**src/rtl/sat_addsub_acc.sv**
```systemverilog
// sat_addsub_acc: registered saturating/wrapping add-subtract with an
// internal accumulator, valid/ready handshakes on both sides and a sticky
// overflow flag. A single output register holds the last result; it can be
// refilled in the same cycle it is popped.
module sat_addsub_acc #(
    parameter int WIDTH     = 8,
    parameter int CIN_SHIFT = 4
) (
    input  logic             clk_i,
    input  logic             rst_i,
    input  logic             in_valid_i,
    output logic             in_ready_o,
    input  logic [WIDTH-1:0] a_i,
    input  logic [WIDTH-1:0] b_i,
    input  logic [1:0]       op_i,
    input  logic             cin_i,
    input  logic             sat_en_i,
    input  logic             acc_clr_i,
    input  logic             sticky_clr_i,
    output logic             out_valid_o,
    input  logic             out_ready_i,
    output logic [WIDTH-1:0] result_o,
    output logic             ovf_o,
    output logic             ovf_sticky_o,
    output logic [WIDTH-1:0] acc_o
);

    // Two guard bits are enough to hold the worst-case sum without overflow.
    localparam int EW = WIDTH + 2;
    localparam logic signed [EW-1:0] MAX_EXT = {3'b000, {(WIDTH-1){1'b1}}};
    localparam logic signed [EW-1:0] MIN_EXT = {3'b111, {(WIDTH-1){1'b0}}};
    localparam logic signed [EW-1:0] CIN_EXT = (EW)'(1) << CIN_SHIFT;
    localparam logic [WIDTH-1:0]     MAX_W   = {1'b0, {(WIDTH-1){1'b1}}};
    localparam logic [WIDTH-1:0]     MIN_W   = {1'b1, {(WIDTH-1){1'b0}}};

    logic             out_valid_q, out_valid_d;
    logic [WIDTH-1:0] result_q, result_d;
    logic             ovf_q, ovf_d;
    logic             sticky_q, sticky_d;
    logic [WIDTH-1:0] acc_q, acc_d;

    logic                 accept;
    logic [WIDTH-1:0]     acc_eff;
    logic signed [EW-1:0] op_x;
    logic signed [EW-1:0] b_ext;
    logic signed [EW-1:0] op_y;
    logic signed [EW-1:0] sum;
    logic                 ovf_new;
    logic [WIDTH-1:0]     res_new;

    assign in_ready_o   = !rst_i && (!out_valid_q || out_ready_i);
    assign accept       = in_valid_i && in_ready_o;
    assign out_valid_o  = out_valid_q;
    assign result_o     = result_q;
    assign ovf_o        = ovf_q;
    assign ovf_sticky_o = sticky_q;
    assign acc_o        = acc_q;

    // Extended-width arithmetic followed by range check and saturate/wrap.
    always_comb begin
        acc_eff = acc_clr_i ? '0 : acc_q;
        op_x    = op_i[1] ? {{2{acc_eff[WIDTH-1]}}, acc_eff}
                          : {{2{a_i[WIDTH-1]}}, a_i};
        b_ext   = {{2{b_i[WIDTH-1]}}, b_i};
        op_y    = op_i[0] ? -b_ext : b_ext;
        sum     = op_x + op_y + (cin_i ? CIN_EXT : '0);
        ovf_new = 1'b0;
        res_new = sum[WIDTH-1:0];
        if (sum > MAX_EXT) begin
            ovf_new = 1'b1;
            if (sat_en_i) res_new = MAX_W;
        end else if (sum < MIN_EXT) begin
            ovf_new = 1'b1;
            if (sat_en_i) res_new = MIN_W;
        end
    end

    // Next-state for the output register, accumulator and sticky flag.
    always_comb begin
        out_valid_d = out_valid_q;
        result_d    = result_q;
        ovf_d       = ovf_q;
        acc_d       = acc_q;
        sticky_d    = (sticky_q && !sticky_clr_i) || (accept && ovf_new);
        if (accept) begin
            out_valid_d = 1'b1;
            result_d    = res_new;
            ovf_d       = ovf_new;
        end else if (out_valid_q && out_ready_i) begin
            out_valid_d = 1'b0;
        end
        if (accept && op_i[1]) begin
            acc_d = res_new;
        end else if (acc_clr_i) begin
            acc_d = '0;
        end
    end

    // State registers with synchronous reset; reset drops any pending result.
    always_ff @(posedge clk_i) begin
        if (rst_i) begin
            out_valid_q <= 1'b0;
            result_q    <= '0;
            ovf_q       <= 1'b0;
            sticky_q    <= 1'b0;
            acc_q       <= '0;
        end else begin
            out_valid_q <= out_valid_d;
            result_q    <= result_d;
            ovf_q       <= ovf_d;
            sticky_q    <= sticky_d;
            acc_q       <= acc_d;
        end
    end

endmodule

```
**config.mk**
```make
export PLATFORM = sky130hd
export DESIGN_NAME = sat_addsub_acc
export DESIGN_NICKNAME = d
export VERILOG_FILES = /design/src/rtl/sat_addsub_acc.sv
export SDC_FILE = /design/constraint.sdc
export NUM_CORES = 1
export LEC_CHECK = 0
export ABC_AREA = 1
export BUFFER_PORTS_ARGS = -buffer_cell sky130_fd_sc_hd__buf_2
export CORE_ASPECT_RATIO = 1.4
export CORE_UTILIZATION = 25
export DETAILED_ROUTE_END_ITERATION = 10
export MAX_ROUTING_LAYER = met4
export PLACE_DENSITY = 0.43
export SLEW_MARGIN = 10
export SYNTH_ARGS = -nofsm -noshare
export SYNTH_HDL_FRONTEND = slang
export SYNTH_SLANG_ARGS = --single-unit
```
**constraint.sdc**
```tcl
create_clock -name clk_i -period 3.55 [get_ports clk_i]
set_input_delay 0.71 -clock clk_i [delete_from_list [all_inputs] [get_ports clk_i]]
set_output_delay 0.71 -clock clk_i [all_outputs]
set_load 0.1 [all_outputs]
```
==> key figures <==
Logic synthesis
  • Commonest cells in the netlist: 67 x nand2_1, 48 x inv_1, 26 x nand3_1
  • Dominant cell type by area after synthesis: dfxtp_1
  • Most used DFF post-synth: dfxtp_1
  • Count leader, synth: nand2_1
  • Synth Cell Area: 0.001759 mm2
  • Synth top area share: 21.62%
  • YS warnings: 0
  • Syn Inst Count: between 200 and 300
  • Count of cell types in the netlist: 29
  • Ys async rst share: 0%
  • Register area share after synthesis: 21.62%
  • Post-Syn Nets: 315
  • Register bit total from synthesis: 19
  • Syn Area/Cell: ~6.5 um2
  • Post-synth EDFFs: 0
  • Area contributors post-synth: dfxtp_1 22%, nand2_1 14%, ha_1 12%

Die
  • Die Y-Extent: roughly 100 um
  • Chip width: 72.90 um
  • Total die area: 0.007381 mm2
  • I/O pins: 46
  • Core box area: 0.006700 mm2
  • Initial Utilization: 26.26%
  • FP Rows: 35

Placement
  • Post-DP HPWL: 3923 um
  • I/O Buffers: 45
  • Area post-placement: 0.002176 mm2
  • Placer Congestion: 0.7735

Layout
  • Final #Nets: 374
  • Fin area: about 0.0023 mm2
  • Layout cell share with drive strength beyond 1: 27.74%
  • Area delta synth->final: 28.66%
  • Antenna diodes: 0

Critical path
  • Required time worst endpoint: 3.71 ns
  • Worst-path maximum fanout: 14
  • CP max stage cell: ha_1
  • Largest stage delay on the critical path: 0.34 ns
  • Arrival time worst endpoint: 3.43 ns
  • Crit path cell chain: buf_2 -> inv_1 -> ha_1 -> inv_1 -> nor2_2 -> buf_4 -> nand3_1 -> nand2_1 -> xnor2_1 -> ha_1 -> ha_1 -> a21oi_1 -> buf_4 -> nand3_2 -> xor2_4 -> or2_4 -> nand3_4 -> nand3_1 -> nand2_1 -> inv_1
  • Startpoint types: input pin
  • Kind of critical path: input pin to flip-flop
  • Crit end category: flip-flop
  • Family with the most delay on the worst path: simple AND/OR/NAND/NOR gates
  • Buf/Inv on CP: 6

Route
  • Residual DRC count: 0
  • TritonRoute pass-1 iters: 4
  • Final ANT Viol Nets: 0
  • DR top layer: met4
  • Met2 wire len: 2454 um
  • Wirelength per Cell: between 10 and 15 um
  • Met1 WL: 2060 um
  • WL met3: between 80 and 90 um
  • Initial DRC count: just over 50
  • Routed vias: 1779
  • Via density: 4.236
  • Final wirelength: 4653 um

Global route
  • Largest net degree at the start of global routing: 21
  • Global-route wire length before repair: 7638 um
  • Vias in the first global route: between 1500 and 2000
  • Initial antenna violation count: 0
  • Grt ovf: 0
  • Total GRT Usage: 13.77%

Clock network
  • Root Driver: clkbuf_8
  • CTS sink cnt: 19
  • H-Tree Depth: 1
  • TritonCTS buffer count: 3
  • Clock transition at the registers of the reported paths: 0.07 ns
  • Bufs on Longest Clock Path: 2
  • Latest clock arrival within the worst-skew pair: ~0.25 ns
  • CTS tree: done

Pwr
  • Psw: 0.4505 mW
  • P_int: ~0.48 mW
  • Leak: 1.258 nW
  • Net Sw Frac: 48.32%
  • Pwr/cell area: 411.9 mW/mm2
  • Clock network fraction of total power: 16.2%
  • Peak VDD IR: 0.2260 mV
  • Seq pwr share: 26.1%
  • Logic pwr share: 57.7%
  • Pwr Total: 0.9322 mW

Timing
  • Fin Setup TNS: 0 ns
  • Setup-failing EPs final: 0
  • Final Cycle Share: 92.17%
  • Tmin final: 3.272 ns
  • Worst-margin pin slew: 0.4901 ns
  • Worst Skew: between 0.0015 and 0.002 ns
  • RSZ-0062 raised after global routing: false
  • Max Fclk: around 0.31 GHz
  • Slew Limit Fails: 0
  • Worst slew margin: 67.55%
  • Fin. Hold Viols: 0

Hold path
  • Worst Hold Class: flip-flop to flip-flop

Run status
  • Status: finished, final reports clean

Flow run
  • MaxCap Viol Count: 0
==> state kept, by name, indices dropped and copies added, names as in the netlist <==
name / flops
ovf_sticky_o: 1
out_valid_o: 1
result_o: 8
ovf_o: 1
acc_o: 8
==> tightest hold or removal path, delay by kind of cell, from the launching register on <==
kind / cells / cell delay [ns]
compound gates: 1 / 0.06
simple gates: 1 / 0.06
flops: 1 / 0.31
==> layer usage <==
metal,track usage [%],up-vias
li1,-,975
met2,26.31,23
met4,4.072,0
met3,0.9950,4
met5,-,-
met1,14.87,777
==> per-stage QoR <==
stage | hold slack [ns] | utilization (%) | setup WS [ns] | instances
floorplan | 0.8274 | - | 0.1628 | 270
global placement | 0.4603 | 32.47 | -0.08968 | 416
detailed placement | 0.4677 | 32.47 | -0.1178 | 416
CTS | 0.4780 | 33.15 | 0.1517 | 420
global route | 0.5090 | 33.78 | 0.04193 | 420
finish | 0.4660 | 33.78 | 0.2780 | 420
==> power by group through the flow <==
stage / Combinational (mW) / Clock [mW] / Sequential (mW)
3_3_place_gp: 0.519 / 0 / 0.249
2_1_floorplan: 0.254 / 0 / 0.391
5_1_grt: 0.594 / 0.168 / 0.246
6_report: 0.538 / 0.151 / 0.244
3_5_place_dp: 0.518 / 0 / 0.249
4_1_cts: 0.521 / 0.160 / 0.244
==> cells by family after synthesis <==
kind of cell,after synthesis,synth area share [%]
xor+xnor,9,4.907
buf+inv,59,13.37
fa+ha+maj,19,14.37
simple gates,119,31.94
compound gates,45,13.80
flops,19,21.62
==> layout by cell type, fill, tap and decap left out, types with 5 or more instances in the layout <==
cell type  count
o21ai_0       18
buf_4         15
inv_1         48
ha_1          16
nand2_2        9
nor2_1         7
nand2_1       65
buf_2         45
dfxtp_1       19
a21oi_1       18
nand3_1       26
nand3_2        5
==> layout make-up <==
cell class	count	area [um2]
Multi-Input combinational cell	192	1186
Sequential cell	19	380.4
Tap cell	92	115.1
Inverter	53	198.9
Timing Repair Buffer	60	337.8
Clock buffer	4	45.04
Fill cell	782	4437
==> path summary, 6_finish.rpt <==
| check | slack (ns) | start | to | cells after the start |
|---|---|---|---|---|
| setup / recovery | 0.28 | b_i[0] | result_o[1] | 20 |
| hold / removal | 0.47 | ovf_sticky_o | ovf_sticky_o | 2 |
| setup reg to reg | 0.87 | acc_o[4] | result_o[1] | 14 |
| hold reg to reg | 0.47 | ovf_sticky_o | ovf_sticky_o | 2 |
==> what timing repair did <==
action	CTS	global route
hold buffers	0	0
buffers inserted	0	0
resized for setup	0	9
setup endpoints to repair	0	18
(Power assumes the default switching activity.)
